--- src/rtl/network_sequencer.sv ---
// Purpose : sequences samples into a recurrent network core and streams each hidden vector out word by word.
// Latency : accept -> net_newSample 1 cycle; first result word 3 cycles after net_dataReady is first sampled high.
// Backpressure: in_ready only while idle; each out_data word is held stable until out_valid && out_ready.
module network_sequencer #(
    parameter int INPUT_SZ       = 2,
    parameter int HIDDEN_SZ      = 8,
    parameter int QN             = 6,
    parameter int QM             = 11,
    parameter int MAX_SAMPLES    = 8,
    parameter int TIMEOUT_CYCLES = 1024,
    localparam int BITWIDTH      = QN + QM + 1
) (
    input  logic                            clock,
    input  logic                            reset,
    // upstream sample interface
    input  logic                            in_valid,
    output logic                            in_ready,
    input  logic [BITWIDTH*INPUT_SZ-1:0]    in_data,
    // network core interface
    output logic                            net_reset,
    output logic                            net_newSample,
    output logic [BITWIDTH*INPUT_SZ-1:0]    net_inputVec,
    input  logic                            net_dataReady,
    input  logic [BITWIDTH*HIDDEN_SZ-1:0]   net_outputVec,
    // downstream result interface
    output logic                            out_valid,
    input  logic                            out_ready,
    output logic [BITWIDTH-1:0]             out_data,
    output logic                            out_last,
    output logic                            seq_last,
    // status
    output logic                            err
);

    // Counter widths; a single-entry range still needs one bit.
    localparam int IDX_W = (HIDDEN_SZ   > 1) ? $clog2(HIDDEN_SZ)   : 1;
    localparam int CNT_W = (MAX_SAMPLES > 1) ? $clog2(MAX_SAMPLES) : 1;
    localparam int TO_W  = $clog2(TIMEOUT_CYCLES + 1);

    localparam logic [IDX_W-1:0] IDX_LAST = IDX_W'(HIDDEN_SZ - 1);
    localparam logic [CNT_W-1:0] CNT_LAST = CNT_W'(MAX_SAMPLES - 1);
    localparam logic [TO_W-1:0]  TO_LAST  = TO_W'(TIMEOUT_CYCLES - 1);

    typedef enum logic [2:0] {
        SEQ_RST = 3'd0,
        WAIT_IN = 3'd1,
        PULSE   = 3'd2,
        WAIT_DR = 3'd3,
        SETTLE  = 3'd4,
        STREAM  = 3'd5
    } state_t;

    state_t                          state;
    logic                            rst_cnt;     // which of the two net_reset cycles we are in
    logic                            settle_cnt;  // which of the two settle cycles we are in
    logic                            dr_prev;     // net_dataReady delayed by one cycle
    logic [TO_W-1:0]                 to_cnt;      // cycles spent waiting for the network
    logic [CNT_W-1:0]                sample_cnt;  // position of the current sample in the sequence
    logic [IDX_W-1:0]                index;       // neuron currently presented on out_data
    logic [BITWIDTH*HIDDEN_SZ-1:0]   captured;    // hidden vector frozen for streaming

    logic                            dr_rise;
    logic                            last_sample;
    logic                            out_fire;
    logic [IDX_W-1:0]                next_index;
    logic                            next_is_last;

    // Only a fresh low-to-high transition counts as "result done"; a stale
    // high level left over from the previous sample must not be mistaken for it.
    assign dr_rise      = net_dataReady && !dr_prev;
    assign last_sample  = (sample_cnt == CNT_LAST);
    assign out_fire     = out_valid && out_ready;
    assign next_index   = index + IDX_W'(1);
    assign next_is_last = (next_index == IDX_LAST);

    // Track the previous dataReady level every cycle regardless of state.
    always_ff @(posedge clock) begin
        if (reset) begin
            dr_prev <= 1'b0;
        end else begin
            dr_prev <= net_dataReady;
        end
    end

    // Main sequencer: all handshake and network-control outputs are registered here.
    always_ff @(posedge clock) begin
        if (reset) begin
            state         <= SEQ_RST;
            rst_cnt       <= 1'b0;
            settle_cnt    <= 1'b0;
            to_cnt        <= '0;
            sample_cnt    <= '0;
            index         <= '0;
            captured      <= '0;
            net_reset     <= 1'b1;
            in_ready      <= 1'b0;
            net_newSample <= 1'b0;
            net_inputVec  <= '0;
            out_valid     <= 1'b0;
            out_data      <= '0;
            out_last      <= 1'b0;
            seq_last      <= 1'b0;
            err           <= 1'b0;
        end else begin
            case (state)
                // Hold the network in reset for two cycles, then open for input.
                SEQ_RST: begin
                    sample_cnt <= '0;
                    if (rst_cnt) begin
                        rst_cnt   <= 1'b0;
                        net_reset <= 1'b0;
                        in_ready  <= 1'b1;
                        state     <= WAIT_IN;
                    end else begin
                        rst_cnt   <= 1'b1;
                        net_reset <= 1'b1;
                    end
                end

                // Latch one sample; the vector stays put until the next accept.
                WAIT_IN: begin
                    if (in_valid && in_ready) begin
                        net_inputVec  <= in_data;
                        in_ready      <= 1'b0;
                        net_newSample <= 1'b1;
                        state         <= PULSE;
                    end
                end

                // Single-cycle start strobe to the network.
                PULSE: begin
                    net_newSample <= 1'b0;
                    to_cnt        <= '0;
                    state         <= WAIT_DR;
                end

                // Wait for a rising dataReady; give up after TIMEOUT_CYCLES cycles.
                WAIT_DR: begin
                    if (dr_rise) begin
                        to_cnt     <= '0;
                        settle_cnt <= 1'b0;
                        state      <= SETTLE;
                    end else if (to_cnt == TO_LAST) begin
                        to_cnt    <= '0;
                        err       <= 1'b1;
                        net_reset <= 1'b1;
                        rst_cnt   <= 1'b0;
                        state     <= SEQ_RST;
                    end else begin
                        to_cnt <= to_cnt + TO_W'(1);
                    end
                end

                // Let the hidden vector settle, then freeze it and present neuron 0.
                SETTLE: begin
                    if (!settle_cnt) begin
                        settle_cnt <= 1'b1;
                    end else begin
                        settle_cnt <= 1'b0;
                        captured   <= net_outputVec;
                        index      <= '0;
                        out_valid  <= 1'b1;
                        out_data   <= net_outputVec[BITWIDTH-1:0];
                        out_last   <= (HIDDEN_SZ == 1);
                        seq_last   <= (HIDDEN_SZ == 1) && last_sample;
                        state      <= STREAM;
                    end
                end

                // One neuron per accepted handshake; outputs only move on a handshake.
                STREAM: begin
                    if (out_fire) begin
                        if (index == IDX_LAST) begin
                            index     <= '0;
                            out_valid <= 1'b0;
                            out_data  <= '0;
                            out_last  <= 1'b0;
                            seq_last  <= 1'b0;
                            if (last_sample) begin
                                sample_cnt <= '0;
                                net_reset  <= 1'b1;
                                rst_cnt    <= 1'b0;
                                state      <= SEQ_RST;
                            end else begin
                                sample_cnt <= sample_cnt + CNT_W'(1);
                                in_ready   <= 1'b1;
                                state      <= WAIT_IN;
                            end
                        end else begin
                            index    <= next_index;
                            out_data <= captured[next_index*BITWIDTH +: BITWIDTH];
                            out_last <= next_is_last;
                            seq_last <= next_is_last && last_sample;
                        end
                    end
                end

                default: begin
                    net_reset <= 1'b1;
                    rst_cnt   <= 1'b0;
                    in_ready  <= 1'b0;
                    out_valid <= 1'b0;
                    state     <= SEQ_RST;
                end
            endcase
        end
    end

endmodule

--- config.mk ---
export PLATFORM = sky130hd
export DESIGN_NAME = network_sequencer
export DESIGN_NICKNAME = d
export VERILOG_FILES = /design/src/rtl/network_sequencer.sv
export SDC_FILE = /design/constraint.sdc
export NUM_CORES = 1
export LEC_CHECK = 0
export CAP_MARGIN = 10
export CORE_MARGIN = 2
export CORE_UTILIZATION = 35
export CTS_CLUSTER_SIZE = 30
export DETAILED_ROUTE_END_ITERATION = 12
export SYNTH_ARGS = -nofsm -noshare
export SYNTH_HDL_FRONTEND = slang
export SYNTH_SLANG_ARGS = --single-unit
--- constraint.sdc ---
create_clock -name clock -period 3.1 [get_ports clock]
set_clock_uncertainty 0.2 [all_clocks]
set_input_delay 0.465 -clock clock [delete_from_list [all_inputs] [get_ports clock]]
set_output_delay 0.465 -clock clock [all_outputs]
set_load 0.03 [all_outputs]
# Word level (Yosys, flattened, before mapping)
# Index checks and enable logic that the tools add are counted.
# word_totals
inputBits	185
reg_bits	228
output_inout_bits	61
elab_cells	130
# classes
shift	1
eq_ne	20
n_mul	1
reduce_logical	25
add_sub_neg	3
n_bitwise	4
mux	59
# op_table
cell	count
$shiftx A144 B9 Y18	1
$mux W18	3
$mux W3	13
$pmux W18 S2	1
$mux W1	28
$mux W11	2
$pmux W11 S2	1
$ne A2 B2 Y1 const B	10
$pmux W3 S6	1
$reduce_and A6 Y1	3
$eq A3 B3 Y1 const B	5
$pmux W1 S4	3
$pmux W3 S2	2
$add A11 B1 Y11 const B	1
$eq A11 B10 Y1 const B	1
$reduce_bool A2 Y1	5
$reduce_and A3 Y1	3
$pmux W1 S2	4
$reduce_and A2 Y1	4
$mul A3 B4 Y7 const B	1
$add A3 B1 Y3 const B	2
$eq A3 B2 Y1 const B	2
$reduce_or A3 Y1	2
$logic_and A1 B1 Y1	4
8 further kinds	11

# Longest topological paths before layout
# depth
ltp_word	6
depth_mapped	10
mapped_depth_nobuf	6

# Least setup slack after synthesis
# OpenSTA, ideal clock, no wires.
# synth_timing
kind	reg-to-reg
startpoint	register index[0]
endpoint	register out_data[7]
arrival_time_ps	2631
path_slack_ps	136
setup_ps	134
path_buffers	4
required_time_ps	2766
period_less_slack_ps	2964
path_stages_with_launch	10
path_cell_list	dfxtp_1 buf_2 clkbuf_1 inv_1 ha_1 buf_2 buf_2 mux4_2 mux2i_1 o22ai_1
# synth_between
elab_chain_len	6
elab_cells_between_ends	7
classes_between	1 x add/sub; 1 x mul; 1 x eq/ne; 1 x shift; 3 x mux
# synth_rtl
element	line_no	text
from (decl)	59	logic [IDX_W-1:0] index;
from (signal assigned)	190	index <= next_index;
$add A3 B1 Y3	73	assign next_index = index + IDX_W'(1);
$mul A3 B4 Y7	191	out_data <= captured[next_index*BITWIDTH +: BITWIDTH];
$shiftx A144 B9 Y18	191	
$mux W18 (*)	173	if (index == IDX_LAST) begin
$mux W18 (*)	172	if (out_fire) begin
$pmux W18 S2 (*)	105	case (state)
to (signal assigned)	163	out_data <= net_outputVec[BITWIDTH-1:0];
to (signal assigned)	191	
to (decl)	28	output logic [BITWIDTH-1:0] out_data,
# Every way passes the cells marked *; elsewhere a longest branch is shown, timed or not. The select of a mux whose other input is x is not followed.
# A chain may end at the register's enable or synchronous reset.

# Final worst setup path
# layout_timing
startpoint	register to_cnt[0]
endpoint	register rst_cnt
# layout_between
elab_chain_len	3
# layout_rtl
element	line_no	text
from (decl)	57	logic [TO_W-1:0] to_cnt;
from (signal assigned)	150	to_cnt <= to_cnt + TO_W'(1);
$eq A11 B10 Y1	143	end else if (to_cnt == TO_LAST) begin
$ne A2 B2 Y1 (no line)	n/a	
$reduce_and A6 Y1 (no line)	n/a	
to (signal assigned)	147	rst_cnt <= 1'b0;
to (signal assigned)	182	rst_cnt <= 1'b0;
to (signal assigned)	200	rst_cnt <= 1'b0;
to (decl)	54	logic rst_cnt;
# Every way passes these cells.

==> summary.txt <==
Status -> complete, no violations
Starting DRT DRC Count -> 669
# hold bufs at CTS -> 0
Pre-Repair DR Iteration Count -> 5
Hold Path Class -> primary input to register
Slowest stage delay, CP -> 0.84 ns
PortBufs -> 245
Post-cts sizing count -> 0
Die Y -> 168 um
Placed inst area -> 0.0121 mm2
Maximum VDD drop -> 0.366 mV
Root Buffer -> clkbuf_16
Most frequent cells in the layout -> nand2_1 (379), clkdlybuf4s50_1 (244), dfxtp_1 (227)
Die W -> 168 um
Synth warn -> 0
Endpoints failing hold -> 0
Crit. End Element -> register
Dpl hpwl -> 19.0 mm
Ranking of synthesized cells by area -> dfxtp_1 (49%), nand2_1 (15%), a21oi_1 (10%), mux4_2 (8.6%), clkbuf_1 (2.6%)
Power Density -> 528 mW/mm2
# fillers -> 2546
Post-CTS Setup Bufs -> 0
Syn_nets -> 1294
Max clock buf depth -> 3
Inst Count DP -> 1620
Vias per inst -> 5.06
Final Wtd Congestion -> 0.822
CTS tree -> done
GRT Util Overall -> 18.9%
Detail Route Antenna Nets -> 0
Io pins -> 246
Fmax -> 398 MHz
Most common cell after layout, fill and taps aside -> nand2_1
Final net count -> 1498
Initial Util -> 35.3%
Worst-skew pair later-pin latency -> 0.54 ns
Max-Cap Viols -> 0
Top_reg_cell synth -> dfxtp_1
Die area -> 0.0282 mm2
RSZ-0062 raised after global routing -> false
Antenna violations before repair -> 4
Post-synth top area share -> 48.5%
Crit path required time -> 3.27 ns
Mapped Area -> 0.00941 mm2
CTS clk-pin slew, worst paths -> 0.06 ns
Least-Margin Pin Slew -> 0.762 ns
Synth cell types -> 48
Avg WL per Cell -> 16.5 um
Number of flops mapped to enable cells by yosys -> 0
CP Class -> register to register
Final design utilization -> 48.9%
Max Slew Vio Count -> 0
Layout cell share with drive strength beyond 1 -> 8.37%
Slowest-stage cell, CP -> or4_1
Clk sinks -> 228
Sequential share of the synthesized area -> 48.5%
Register bit total from synthesis -> 228
Post-synth top area cell -> dfxtp_1
P_leak -> 4.23 nW
Remaining Overflow, GRT -> 0
Largest net degree at the start of global routing -> 96
Global-route wire length before repair -> 43.1 mm
Routed vias -> 8447
DRC viols -> 0
Vias in the first global route -> 8139
Area Overhead vs Synth -> 38.5%
Total CTS buffers -> 26
Layout Cells excl Fill -> 1668
CP startpoint kind -> register
H-tree depth -> 1
Total Wirelength -> 27.5 mm
Core footprint -> 0.0267 mm2
Setup_tns -> 0 ns
Final Cell Area -> 0.0130 mm2
Crit path max fanout -> 14
Slew Limit Headroom -> 49.2%
Avg Cell Area, Syn -> 8.53 um2
Fin crit share -> 81.0%
Syn Inst Count -> 1103
Final setup vio count -> 0
Min Tclk post-route -> 2.51 ns
Ys async rst share -> 0%
CP arrival -> 2.68 ns
Crit path cell chain -> ha_1 -> nand3_1 -> or4_1 -> a221oi_2 -> a211oi_1
Row cnt -> 60
==> report_power, final <==
part | internal, W | switching, W
Clock | 0.00196 | 0.00123
Combinational | 0.000356 | 0.000314
Sequential | 0.00298 | 0.0000433
Total | 0.00529 | 0.00159
==> worst paths after layout <==
check | start | endpoint | slack [ns] | cells after the start
worst max-delay path | to_cnt[0] | rst_cnt | 0.59 | 5
worst min-delay path | reset | dr_prev | 0.21 | 2
worst max register to register | to_cnt[0] | rst_cnt | 0.59 | 5
worst min register to register | captured[3] | captured[3] | 0.25 | 2
==> per-stage QoR <==
stage	power, W	setup slack, ns	hold slack, ns
finish	0.00688	0.588	0.209
global route	0.00714	0.452	0.255
CTS	0.00695	0.616	0.234
detailed placement	0.00376	0.618	0.244
global placement	0.00375	0.643	0.240
floorplan	0.00338	0.136	0.233
==> sequential cells by signal, summed over array words and instances, names as in the netlist, 3 cells and up <==
name          cells
sample_cnt        3
index             3
out_data         18
to_cnt           11
captured        144
net_inputVec     36
state             3
==> worst max-delay path, delay by kind of cell (launching register included) <==
family / cells / cell delay (ns)
AO/OA/AOI/OAI: 2 / 0.52
adder cells (fa/ha/maj): 1 / 0.20
flip-flops: 1 / 0.38
AND/OR/NAND/NOR: 2 / 1.06
==> synth_stat cells (2+ instances only) <==
cell type    n
nand2_1    379
dfxtp_1    228
a21oi_1    194
clkbuf_1    64
mux4_2      36
a22oi_1     21
mux2i_1     20
buf_2       19
o22ai_1     18
nor2_1      15
nand4_1     11
a31oi_1      8
nand3_1      8
ha_1         6
inv_1        6
nand2b_1     5
nor3_1       5
or4_1        5
a21o_1       4
and3_1       4
buf_6        4
o21ai_0      4
a32oi_1      3
nor2b_1      3
nor4_1       3
a31o_2       2
and2_1       2
buf_1        2
nand3b_1     2
nand4b_1     2
o211ai_1     2
or3_1        2
==> kinds of logic after synthesis <==
kind of cell               count (synthesis)  synth area share, %
AOI/OAI and AO/OA                        263                 15.6
xor gates and xnor gates                   2                0.186
adders and majority gates                  6                0.798
buffers and inverters                     95                 4.36
DFF                                      228                 48.5
muxes                                     56                 10.7
and+or+nand+nor                          453                 19.8
==> routing by layer <==
layer | vias to the layer above | GRT usage, % | part of all wire [%]
li1 | 4218 | - | -
met1 | 3947 | 23.8 | 41
met5 | - | 0 | 0.058
met3 | 45 | 4.23 | 6.8
met2 | 235 | 32.8 | 50
met4 | 2 | 4.95 | 2.5
==> cell type report <==
cell class | count | area (um2) | share of cell area (%)
clock buffer | 37 | 762 | 5.85
sequential | 228 | 4570 | 35.0
multi-input combinational | 780 | 4460 | 34.2
clock inverter | 10 | 140 | 1.08
timing repair buffer | 265 | 2650 | 20.4
inverter | 6 | 22.5 | 0.173
antenna | 1 | 2.50 | 0.0192
tap | 341 | 427 | 3.27
Note: power is estimated with default switching activity, not from simulation.
